**config.mk**
```make
export PLATFORM = sky130hd
export DESIGN_NAME = bus_interconnect_flat
export DESIGN_NICKNAME = d
export VERILOG_FILES = /design/src/rtl/bus_interconnect_if.sv /design/src/rtl/bus_interconnect.sv /design/src/flat_wrapper.sv
export SDC_FILE = /design/constraint.sdc
export NUM_CORES = 1
export LEC_CHECK = 0
export ABC_AREA = 1
export BUFFER_PORTS_ARGS = -buffer_cell sky130_fd_sc_hd__buf_2
export CAP_MARGIN = 10
export CORE_MARGIN = 2
export CORE_UTILIZATION = 46
export DETAILED_ROUTE_END_ITERATION = 7
export PLACE_DENSITY_LB_ADDON = 0.15
export SYNTH_ARGS = -nofsm -noshare
export SYNTH_HDL_FRONTEND = slang
export SYNTH_SLANG_ARGS = --single-unit
```
**constraint.sdc**
```tcl
create_clock -name clk -period 3.3 [get_ports clk]
set_input_delay 0.66 -clock clk [delete_from_list [all_inputs] [get_ports clk]]
set_output_delay 0.66 -clock clk [all_outputs]
set_load 0.01 [all_outputs]
```
**src/rtl/bus_interconnect_if.sv**
```systemverilog
// Bundle of master request/response and shared slave bus signals.
// Modport master is the interconnect's view; slave is the environment's.
interface bus_interconnect_if #(
  parameter int NUM_MASTERS = 4,
  parameter int NUM_SLAVES  = 4,
  parameter int ADDR_W      = 16,
  parameter int DATA_W      = 16
);
  logic [NUM_MASTERS-1:0]        m_req_i;
  logic [NUM_MASTERS*ADDR_W-1:0] m_addr_i;
  logic [NUM_MASTERS*DATA_W-1:0] m_wdata_i;
  logic [NUM_MASTERS-1:0]        m_rw_i;
  logic [NUM_MASTERS-1:0]        m_gnt_o;
  logic [NUM_MASTERS-1:0]        m_ack_o;
  logic [NUM_MASTERS-1:0]        m_err_o;
  logic [DATA_W-1:0]             m_rdata_o;
  logic [NUM_SLAVES-1:0]         s_sel_o;
  logic [ADDR_W-1:0]             s_addr_o;
  logic [DATA_W-1:0]             s_wdata_o;
  logic                          s_rw_o;
  logic                          s_strobe_o;
  logic [NUM_SLAVES-1:0]         s_ready_i;
  logic [NUM_SLAVES*DATA_W-1:0]  s_rdata_i;

  modport master (
    input  m_req_i, m_addr_i, m_wdata_i, m_rw_i,
    input  s_ready_i, s_rdata_i,
    output m_gnt_o, m_ack_o, m_err_o, m_rdata_o,
    output s_sel_o, s_addr_o, s_wdata_o, s_rw_o,
    output s_strobe_o
  );

  modport slave (
    output m_req_i, m_addr_i, m_wdata_i, m_rw_i,
    output s_ready_i, s_rdata_i,
    input  m_gnt_o, m_ack_o, m_err_o, m_rdata_o,
    input  s_sel_o, s_addr_o, s_wdata_o, s_rw_o,
    input  s_strobe_o
  );
endinterface

```
**src/rtl/bus_interconnect.sv**
```systemverilog
// Round-robin N-master to M-slave single-outstanding bus interconnect
// with address decode, wait-state timeout and error reporting.
module bus_interconnect #(
  parameter int NUM_MASTERS = 4,
  parameter int NUM_SLAVES  = 4,
  parameter int ADDR_W      = 16,
  parameter int DATA_W      = 16,
  parameter logic [NUM_SLAVES*ADDR_W-1:0] SLAVE_BASE =
    {16'h4000, 16'h2000, 16'h1000, 16'h0000},
  parameter logic [NUM_SLAVES*ADDR_W-1:0] SLAVE_SIZE =
    {16'h1000, 16'h0100, 16'h0020, 16'h1000},
  parameter int CLK_MAX_TIMEOUT = 10
) (
  input  logic               clk,
  input  logic               rst,
  bus_interconnect_if.master bus
);

  localparam int MW =
    (NUM_MASTERS > 1) ? $clog2(NUM_MASTERS) : 1;
  localparam int SW =
    (NUM_SLAVES > 1) ? $clog2(NUM_SLAVES) : 1;
  localparam int CW =
    (CLK_MAX_TIMEOUT > 0) ? $clog2(CLK_MAX_TIMEOUT + 1) : 1;
  localparam logic [CW-1:0] C_LAST =
    CW'((CLK_MAX_TIMEOUT > 0) ? CLK_MAX_TIMEOUT - 1 : 0);
  localparam logic [CW-1:0] C_MAX = CW'(CLK_MAX_TIMEOUT);

  localparam logic [1:0] S_IDLE = 2'd0;
  localparam logic [1:0] S_ADDR = 2'd1;
  localparam logic [1:0] S_WAIT = 2'd2;
  localparam logic [1:0] S_DONE = 2'd3;

  logic [1:0]             r_state;
  logic [NUM_MASTERS-1:0] r_gnt;
  logic [NUM_MASTERS-1:0] r_ack;
  logic [NUM_MASTERS-1:0] r_err;
  logic [MW-1:0]          r_last;
  logic [MW-1:0]          r_cur;
  logic [ADDR_W-1:0]      r_addr;
  logic [DATA_W-1:0]      r_wdata;
  logic                   r_rw;
  logic [DATA_W-1:0]      r_rdata;
  logic [NUM_SLAVES-1:0]  r_sel;
  logic [SW-1:0]          r_sidx;
  logic                   r_strobe;
  logic [CW-1:0]          r_cnt;

  logic                   w_found;
  logic [MW-1:0]          w_win;
  logic [ADDR_W-1:0]      w_addr;
  logic [DATA_W-1:0]      w_wdata;
  logic                   w_rw;
  logic                   w_hit;
  logic [SW-1:0]          w_sidx;
  logic                   w_rdy;
  logic [DATA_W-1:0]      w_srd;

  // Walk a doubled index range so the search starts just past r_last.
  always_comb begin
    w_found = 1'b0;
    w_win   = '0;
    for (int i = 0; i < 2 * NUM_MASTERS; i++) begin
      if (!w_found &&
          i > int'(r_last) &&
          i <= int'(r_last) + NUM_MASTERS &&
          bus.m_req_i[i % NUM_MASTERS]) begin
        w_found = 1'b1;
        w_win   = MW'(i % NUM_MASTERS);
      end
    end
  end

  always_comb begin
    w_addr  = '0;
    w_wdata = '0;
    w_rw    = 1'b0;
    for (int i = 0; i < NUM_MASTERS; i++) begin
      if (w_win == MW'(i)) begin
        w_addr  = bus.m_addr_i[i*ADDR_W +: ADDR_W];
        w_wdata = bus.m_wdata_i[i*DATA_W +: DATA_W];
        w_rw    = bus.m_rw_i[i];
      end
    end
  end

  // Descending scan: the lowest matching window is assigned last.
  always_comb begin
    w_hit  = 1'b0;
    w_sidx = '0;
    for (int k = NUM_SLAVES - 1; k >= 0; k--) begin
      if ({1'b0, r_addr} >=
            {1'b0, SLAVE_BASE[k*ADDR_W +: ADDR_W]} &&
          {1'b0, r_addr} <
            {1'b0, SLAVE_BASE[k*ADDR_W +: ADDR_W]} +
            {1'b0, SLAVE_SIZE[k*ADDR_W +: ADDR_W]}) begin
        w_hit  = 1'b1;
        w_sidx = SW'(k);
      end
    end
  end

  always_comb begin
    w_rdy = 1'b0;
    w_srd = '0;
    for (int k = 0; k < NUM_SLAVES; k++) begin
      if (r_sidx == SW'(k)) begin
        w_rdy = bus.s_ready_i[k];
        w_srd = bus.s_rdata_i[k*DATA_W +: DATA_W];
      end
    end
  end

  always_ff @(posedge clk or posedge rst) begin
    if (rst) begin
      r_state  <= S_IDLE;
      r_gnt    <= '0;
      r_ack    <= '0;
      r_err    <= '0;
      r_last   <= MW'(NUM_MASTERS - 1);
      r_cur    <= '0;
      r_addr   <= '0;
      r_wdata  <= '0;
      r_rw     <= 1'b0;
      r_rdata  <= '0;
      r_sel    <= '0;
      r_sidx   <= '0;
      r_strobe <= 1'b0;
      r_cnt    <= '0;
    end else begin
      case (r_state)
        S_IDLE: begin
          if (w_found) begin
            r_gnt   <= NUM_MASTERS'(1) << w_win;
            r_cur   <= w_win;
            r_addr  <= w_addr;
            r_wdata <= w_wdata;
            r_rw    <= w_rw;
            r_state <= S_ADDR;
          end
        end
        S_ADDR: begin
          if (w_hit) begin
            r_sel    <= NUM_SLAVES'(1) << w_sidx;
            r_sidx   <= w_sidx;
            r_cnt    <= '0;
            r_strobe <= 1'b1;
            r_state  <= S_WAIT;
          end else begin
            r_err   <= r_gnt;
            r_state <= S_DONE;
          end
        end
        S_WAIT: begin
          if (r_cnt != C_MAX) begin
            r_cnt <= r_cnt + 1'b1;
          end
          if (w_rdy) begin
            if (!r_rw) begin
              r_rdata <= w_srd;
            end
            r_ack    <= r_gnt;
            r_strobe <= 1'b0;
            r_state  <= S_DONE;
          end else if (r_cnt >= C_LAST) begin
            r_err    <= r_gnt;
            r_strobe <= 1'b0;
            r_state  <= S_DONE;
          end
        end
        S_DONE: begin
          r_ack   <= '0;
          r_err   <= '0;
          r_gnt   <= '0;
          r_sel   <= '0;
          r_last  <= r_cur;
          r_state <= S_IDLE;
        end
        default: r_state <= S_IDLE;
      endcase
    end
  end

  assign bus.m_gnt_o    = r_gnt;
  assign bus.m_ack_o    = r_ack;
  assign bus.m_err_o    = r_err;
  assign bus.m_rdata_o  = r_rdata;
  assign bus.s_sel_o    = r_sel;
  assign bus.s_addr_o   = r_addr;
  assign bus.s_wdata_o  = r_wdata;
  assign bus.s_rw_o     = r_rw;
  assign bus.s_strobe_o = r_strobe;

endmodule

```
**src/flat_wrapper.sv**
```systemverilog
// flat-port wrapper written by rule: the top's interface ports become plain ports
module bus_interconnect_flat 
#(
  parameter int NUM_MASTERS = 4,
  parameter int NUM_SLAVES  = 4,
  parameter int ADDR_W      = 16,
  parameter int DATA_W      = 16,
  parameter logic [NUM_SLAVES*ADDR_W-1:0] SLAVE_BASE =
    {16'h4000, 16'h2000, 16'h1000, 16'h0000},
  parameter logic [NUM_SLAVES*ADDR_W-1:0] SLAVE_SIZE =
    {16'h1000, 16'h0100, 16'h0020, 16'h1000},
  parameter int CLK_MAX_TIMEOUT = 10
)
  (clk, rst, bus_m_req_i, bus_m_addr_i, bus_m_wdata_i, bus_m_rw_i, bus_s_ready_i, bus_s_rdata_i, bus_m_gnt_o, bus_m_ack_o, bus_m_err_o, bus_m_rdata_o, bus_s_sel_o, bus_s_addr_o, bus_s_wdata_o, bus_s_rw_o, bus_s_strobe_o);
  bus_interconnect_if #(.NUM_MASTERS(NUM_MASTERS), .NUM_SLAVES(NUM_SLAVES), .ADDR_W(ADDR_W), .DATA_W(DATA_W)) bus_i ();
  input  logic clk;
  input  logic rst;
  input wire logic [$bits(bus_i.m_req_i)-1:0] bus_m_req_i;
  input wire logic [$bits(bus_i.m_addr_i)-1:0] bus_m_addr_i;
  input wire logic [$bits(bus_i.m_wdata_i)-1:0] bus_m_wdata_i;
  input wire logic [$bits(bus_i.m_rw_i)-1:0] bus_m_rw_i;
  input wire logic [$bits(bus_i.s_ready_i)-1:0] bus_s_ready_i;
  input wire logic [$bits(bus_i.s_rdata_i)-1:0] bus_s_rdata_i;
  output wire logic [$bits(bus_i.m_gnt_o)-1:0] bus_m_gnt_o;
  output wire logic [$bits(bus_i.m_ack_o)-1:0] bus_m_ack_o;
  output wire logic [$bits(bus_i.m_err_o)-1:0] bus_m_err_o;
  output wire logic [$bits(bus_i.m_rdata_o)-1:0] bus_m_rdata_o;
  output wire logic [$bits(bus_i.s_sel_o)-1:0] bus_s_sel_o;
  output wire logic [$bits(bus_i.s_addr_o)-1:0] bus_s_addr_o;
  output wire logic [$bits(bus_i.s_wdata_o)-1:0] bus_s_wdata_o;
  output wire logic [$bits(bus_i.s_rw_o)-1:0] bus_s_rw_o;
  output wire logic [$bits(bus_i.s_strobe_o)-1:0] bus_s_strobe_o;
  assign bus_i.m_req_i = bus_m_req_i;
  assign bus_i.m_addr_i = bus_m_addr_i;
  assign bus_i.m_wdata_i = bus_m_wdata_i;
  assign bus_i.m_rw_i = bus_m_rw_i;
  assign bus_i.s_ready_i = bus_s_ready_i;
  assign bus_i.s_rdata_i = bus_s_rdata_i;
  assign bus_m_gnt_o = bus_i.m_gnt_o;
  assign bus_m_ack_o = bus_i.m_ack_o;
  assign bus_m_err_o = bus_i.m_err_o;
  assign bus_m_rdata_o = bus_i.m_rdata_o;
  assign bus_s_sel_o = bus_i.s_sel_o;
  assign bus_s_addr_o = bus_i.s_addr_o;
  assign bus_s_wdata_o = bus_i.s_wdata_o;
  assign bus_s_rw_o = bus_i.s_rw_o;
  assign bus_s_strobe_o = bus_i.s_strobe_o;
  bus_interconnect #(.NUM_MASTERS(NUM_MASTERS), .NUM_SLAVES(NUM_SLAVES), .ADDR_W(ADDR_W), .DATA_W(DATA_W), .SLAVE_BASE(SLAVE_BASE), .SLAVE_SIZE(SLAVE_SIZE), .CLK_MAX_TIMEOUT(CLK_MAX_TIMEOUT)) u_core (.clk(clk), .rst(rst), .bus(bus_i));
endmodule
```
==> results_dict.tcl, run 1 <==
set metrics [dict create \
    status "completed" \
    io_buffers 271 \
    ys_seq_elements 78 \
    r2r-end "u_core.bus.m_ack_o[1]" \
    dr.first_iter.drc_count 280 \
    seqPwrFrac 0.281 \
    vias 5887 \
    tightest_slew_ns 0.921 \
    num_io_pins 272 \
    clockBufferDepth 2 \
    syn_nets 1026 \
    cts_root_buf "clkbuf_16" \
    postCtsSetupBuffers 0 \
    post_cts_resize_count 0 \
    slew_headroom 0.384 \
    clock_skew_ns 0.00752 \
    p_leak_nw 4.20 \
    path_class "reg2reg" \
    period_needed_ns 2.33 \
    seqCellArea_um2 1950 \
    synth_area_um2 5300 \
    crit_fanout 9 \
    avgSynthCellArea_um2 6.53 \
    r2r_cells 4 \
    whs_ns 0.411 \
    intPower_mw 3.08 \
    finalHoldViolations 0 \
    cts_tree "yes" \
    dp_hpwl_um 12800 \
    timing.fmax_ghz 0.429 \
    swShare 0.478 \
    wire_per_inst_um 13.7 \
    drv_slew 0 \
    crit_slowest_cell "o21ai_0" \
    setup_violations 0 \
    ys_warn_count 0 \
    multiInputGateArea_um2 2860 \
    grt_util_all_layers 0.272 \
    cpPeakStageDelay_ns 0.60 \
    insertion_delay_ns 0.34 \
    synth_cells 811 \
    path_depth 4 \
    hp-class "in2async" \
    clockPowerShare 0.157 \
    ys_types 32 \
    gp_congestion 0.827 \
    die_area_um2 12400 \
    via_per_inst 4.85 \
    initial_core_util 0.468 \
    numCtsBuffers 9 \
    seq_area_frac_synth 0.369 \
    maxCapViolations 0 \
    numClockSinks 78 \
    critPathLaunchType "register" \
    htree_levels 3 \
    cp.arrival_ns 2.55 \
    chipWidth_um 111 \
    area_growth_pct 32.1 \
    clkTransAtPathRegs_ns 0.06 \
    cp-end-kind "register" \
    drc_errors 0 \
    path_cells "ha_1 -> clkinv_1 -> o21ai_0 -> mux2_2" \
    power_frac_comb 0.562 \
    period_share 0.706 \
    vdd_drop_max_v 0.000560 \
    dr.pass1.iters 7 \
    postCtsHoldBufs 0 \
    p_sw_mw 2.82 \
    path_delay_family "compound AO/OA/AOI/OAI gates" \
    cp.required_ns 3.52 \
    antenna_found_initial 1 \
    die_height_um 111 \
    nNetsFinal 1279 \
    finalWirelength_um 16600 \
    drive_above_1_share 0.297 \
    core-area_um2 11300 \
    fin_setup_tns_ns 0 \
    rsz0062_at_grt "no" \
    grt-ovfl-total 0 \
    power_density_nw_per_um2 842 \
    first_global_vias 5563 \
    fillers 1147 \
    reg2reg_setup_slack_ns 0.97 \
    grt_pass1_wl_um 27200 \
    ant_nets 0 \
    rows 39 \
    grt_max_degree 43 \
    critical_path_buf_inv_count 1 \
    worstReg2RegStart "u_core.r_state[0]" \
]
-- cell usage in the layout (no fill, tap or decap) --
cell type / Yosys / final
o31ai_1: 1 / 1
nand2_1: 380 / 380
dfstp_2: 2 / 2
clkbuf_16: 0 / 9
mux2_2: 4 / 4
nand4_1: 4 / 4
dfrtp_1: 76 / 76
nand4_2: 1 / 1
a41oi_1: 1 / 1
o21ai_0: 57 / 57
clkinv_4: 0 / 2
clkbuf_8: 0 / 1
xor2_1: 2 / 2
o22ai_1: 5 / 5
nor2_2: 1 / 1
clkinv_1: 17 / 17
ha_1: 9 / 9
nor2_1: 24 / 24
a22o_1: 2 / 2
inv_2: 1 / 1
or2_2: 1 / 1
a21oi_1: 8 / 8
nor3_1: 3 / 3
diode_2: 0 / 1
nand3b_1: 33 / 33
nand3_1: 62 / 62
o21ai_1: 8 / 8
clkinv_2: 0 / 5
a221oi_1: 8 / 8
buf_2: 16 / 271
buf_4: 3 / 13
nand2_2: 5 / 5
inv_1: 53 / 52
a21oi_4: 1 / 1
-- stage by stage --
step / power [mW] / area, um2 / worst slack, ns / utilization / cells
after floorplan: 3.95 / 5300 / 0.648 / - / 811
after global placement: 4.94 / 6720 / 1.00 / 0.593 / 1196
after detailed placement: 4.99 / 6720 / 0.939 / 0.593 / 1196
after CTS: 5.94 / 6990 / 0.953 / 0.618 / 1212
after global routing: 6.49 / 7000 / 0.801 / 0.618 / 1213
final: 5.89 / 7000 / 0.969 / 0.618 / 1213
-- worst max path at each step --
stage / startpoint / to / slack, ns
after floorplan: rst / u_core.bus.m_ack_o[0] / 0.65
after global placement: bus_m_req_i[1] / u_core.bus.s_addr_o[5] / 1.00
after detailed placement: bus_m_req_i[3] / u_core.bus.s_addr_o[8] / 0.94
after CTS: u_core.r_state[0] / u_core.bus.m_ack_o[1] / 0.95
after global routing: u_core.r_last[1] / u_core.bus.s_addr_o[2] / 0.80
final: u_core.r_state[0] / u_core.bus.m_ack_o[1] / 0.97
-- cell families (layout without fill, tap and decap cells) --
family	count (synthesis)	after routing	synth area share
flops	78	78	0.369
xor+xnor	2	2	0.00331
compound gates	91	91	0.0976
buf+inv	113	371	0.0903
simple gates	514	514	0.410
other cells	0	1	0
fa+ha+maj	9	9	0.0213
mux	4	4	0.00851
-- worst register-to-register path, cell delays in order, from the launching register on --
cell and delay, ns:
dfrtp_1 0.43, ha_1 0.41, clkinv_1 0.35, o21ai_0 0.61, mux2_2 0.41
-- synthesized netlist by cell type, drive strengths merged --
master	number	area (um2)
xor2	2	17.5
buf	24	144
o22ai	5	31.3
inv	54	203
or2	1	6.26
clkbuf	18	67.6
o21ai	65	325
a21oi	9	56.3
nand3	62	310
a221oi	8	70.1
nand3b	33	248
dfrtp	76	1900
o31ai	1	7.51
nand4	5	37.5
clkinv	17	63.8
mux2	4	45.0
nor3	3	15.0
a22o	2	17.5
nand2	385	1460
ha	9	113
dfstp	2	52.6
nor2	25	96.4
a41oi	1	8.76
-- registers in the layout, summed over array words and instances (netlist names) --
| signal | cells |
|---|---|
| u_core.bus.s_sel_o | 4 |
| u_core.bus.m_ack_o | 4 |
| u_core.r_cur | 2 |
| u_core.bus.s_wdata_o | 16 |
| u_core.bus.m_err_o | 4 |
| u_core.r_state | 2 |
| u_core.r_last | 2 |
| u_core.r_cnt | 4 |
| u_core.bus.m_rdata_o | 16 |
| u_core.bus.s_rw_o | 1 |
| u_core.bus.m_gnt_o | 4 |
| u_core.bus.s_addr_o | 16 |
| u_core.r_sidx | 2 |
| u_core.bus.s_strobe_o | 1 |
-- power by group through the flow --
| stage | clock, mW | sequential [mW] | combinational, mW |
|---|---|---|---|
| global route | 0.978 | 1.71 | 3.81 |
| global placement | 0 | 1.65 | 3.29 |
| detailed placement | 0 | 1.66 | 3.33 |
| CTS | 0.935 | 1.66 | 3.35 |
| finish | 0.925 | 1.66 | 3.31 |
| floorplan | 0 | 1.76 | 2.19 |
-- cell type report --
cell class                 instances  share of cell area
multi-input combinational        620               0.409
sequential                        78               0.279
timing repair buffer             284               0.208
inverter                          71              0.0383
clock buffer                      10              0.0342
tap                              143              0.0256
clock inverter                     6             0.00536
antenna                            1            0.000358
-- layer usage --
metal,GRT usage,part of all wire,vias to the layer above
li1,-,-,3079
met1,0.334,0.42,2581
met2,0.481,0.49,202
met3,0.0596,0.061,25
met4,0.0765,0.020,0
met5,0,0,-
No activity file was read; power rests on OpenSTA's default activity.
==> run 2, diff against run 1 <==
- ABC_AREA: 1 -> 0
- CORE_UTILIZATION: 46 -> 40
- clock period: 3.3 -> 2 ns (I/O delays scaled with it)
==> run 2 against run 1 <==
- global-route usage decreased by 3.2 points
- clock power increased by 81%
- maximum frequency increased by 23%
- via count decreased by 20%
- non-clock buffer count increased by 14
- cell count decreased by 30%
==> results_dict.tcl, run 2 <==
set metrics [dict create \
    status "completed" \
    cp.required_ns 2.22 \
    synth.top_cell.area_share 0.410 \
    ys_async_sr_fraction 1.00 \
    postCtsHoldBufs 0 \
    met3_usage 0.0517 \
    dr.pass1.iters 4 \
    htree_levels 3 \
    area_growth_pct 42.4 \
    worst_slack_ns 0.104 \
    postCtsSetupBuffers 0 \
    seq_area_frac_synth 0.422 \
    slew_headroom 0.704 \
    cp-end-kind "register" \
    synthFlopType "dfrtp_1" \
    tightest_slew_ns 0.440 \
    period_needed_ns 1.90 \
    grt_busiest_layer "met2" \
    dp_hpwl_um 11600 \
    yosysTopAreaCell "dfrtp_1" \
    synth_enable_flop_cells 0 \
    hp-class "in2async" \
    antenna_found_initial 0 \
    cts_root_buf "clkbuf_16" \
    numClockSinks 78 \
    clock_skew_ns 0.00736 \
    ys_seq_elements 78 \
    clockBufferDepth 2 \
    grt_pass1_wl_um 24100 \
    core-area_um2 11400 \
    dr.first_iter.drc_count 219 \
    crit_fanout 16 \
    seqCellArea_um2 1950 \
    gp_congestion 0.899 \
    place_ws_ns 0.0314 \
    ant_nets 0 \
    ys_types 59 \
    layout_common_cells "buf_2, dfrtp_1, nand2_1, a221oi_1, o221ai_1" \
    path_class "reg2reg" \
    period_share 0.948 \
    drc_errors 0 \
    die_height_um 112 \
    numCtsBuffers 9 \
    p_total_mw 9.69 \
    multiInputGateArea_um2 2480 \
    num_io_pins 272 \
    finalHoldViolations 0 \
    ys_warn_count 0 \
    p_leak_nw 3.26 \
    syn_nets 642 \
    drive_above_1_share 0.518 \
    cts_tree "yes" \
    antennaDiodeCount 0 \
    grt-ovfl-total 0 \
    cp.arrival_ns 2.12 \
    setup_violations 0 \
    io_buffers 271 \
    vias 4681 \
    first_global_vias 4941 \
    synth.area.top_cells "dfrtp_1, a221oi_1, o221ai_1, mux4_2, nand2_1" \
    grtUsageMet1 0.284 \
    final_common_cell "buf_2" \
    maxCapViolations 0 \
    chipWidth_um 112 \
    timing.fmax_ghz 0.527 \
    insertion_delay_ns 0.34 \
    rows 39 \
    drv_slew 0 \
    synth_area_um2 4640 \
    die_area_um2 12500 \
    grt_util_all_layers 0.240 \
    wire_per_inst_um 17.5 \
    fin_setup_tns_ns 0 \
    power_density_nw_per_um2 1470 \
    critPathLaunchType "register" \
    met2_usage 0.429 \
    via_per_inst 5.51 \
    grt_max_degree 79 \
    initial_core_util 0.408 \
    yosysMostFrequentCell "dfrtp_1" \
    finalWirelength_um 14900 \
    synth_cells 427 \
    avgSynthCellArea_um2 10.9 \
    ys_top_cells_by_count "dfrtp_1, nand2_1, a221oi_1, o221ai_1, o21ai_1" \
    fillers 1016 \
    rsz0062_at_grt "no" \
    nNetsFinal 917 \
    clkTransAtPathRegs_ns 0.07 \
    vdd_drop_max_v 0.000655 \
]
run 2: changes by cell type after synthesis, moves of 9 or more:
cell | before | now
clkinv_1 | 17 | 1
nor2_1 | 24 | 7
inv_1 | 53 | 15
nand2_1 | 380 | 52
buf_2 | 16 | 6
nand3b_1 | 33 | 1
o21ai_1 | 8 | 27
o21ai_0 | 57 | 18
mux2_4 | 0 | 10
nand3_1 | 62 | 4
o221ai_1 | 0 | 32
nor2b_1 | 0 | 9
a221oi_1 | 8 | 32
mux4_2 | 0 | 11
run 2: layout make-up:
type                       instances  share of cell area
sequential                        78               0.296
clock buffer                       9              0.0341
timing repair buffer             298               0.246
tap                              143              0.0271
clock inverter                     7              0.0121
multi-input combinational        299               0.375
inverter                          16             0.00967
run 2: logic make-up (layout without fill, tap and decap cells):
group	Yosys count	count (layout)	synth area share
AND/OR/NAND/NOR	94	94	0.0991
multiplexers	42	42	0.155
buffers and inverters	50	330	0.0548
flip-flops	78	78	0.422
AO/OA/AOI/OAI	154	154	0.245
adder cells (fa/ha/maj)	9	9	0.0243
run 2: critical path, stage by stage (launching register included):
cell,delay (ns)
dfrtp_1,0.39
mux4_2,0.57
and2_4,0.21
nand2b_4,0.24
mux2_2,0.37
run 2: path summary, 6_finish.rpt:
check | slack [ns] | to | cells past startpoint | startpoint
worst max-delay path | 0.10 | u_core.bus.m_rdata_o[6] | 4 | u_core.r_sidx[0]
worst min-delay path | 0.17 | u_core.bus.m_gnt_o[3] | 3 | rst
worst max register to register | 0.10 | u_core.bus.m_rdata_o[6] | 4 | u_core.r_sidx[0]
worst min register to register | 0.48 | u_core.r_cur[0] | 2 | u_core.r_cur[0]
max in group asynchronous | 1.48 | u_core.r_last[0] | 3 | rst
min in group clk | 0.33 | u_core.bus.s_addr_o[15] | 3 | bus_m_addr_i[31]
run 2: stage by stage:
stage	instances	cell area [um2]	hold slack, ns	utilization
after floorplan	427	4640	0.444	-
after global placement	834	6260	0.462	0.551
after detailed placement	834	6260	0.465	0.551
after CTS	850	6570	0.180	0.578
after global routing	850	6600	0.201	0.581
final	850	6600	0.169	0.581
run 2: where the power goes:
| group | total (mW) | internal, mW | switching, mW |
|---|---|---|---|
| clock network | 1.67 | 0.979 | 0.687 |
| registers | 2.85 | 2.32 | 0.529 |
| logic | 5.18 | 2.43 | 2.75 |
run 2: routing by layer:
layer  routed length (um)  vias to the layer above  part of all wire
met5                    0                        -                 0
met4                  344                        0             0.023
met3                  833                       27             0.056
li1                     -                     2218                 -
met2                 7890                      182              0.53
met1                 5810                     2254              0.39
run 2: repair_timing:
item                       4_1_cts  5_1_grt
setup endpoints to repair        0       33
gates resized for setup          0        5
hold endpoints to repair         0        0
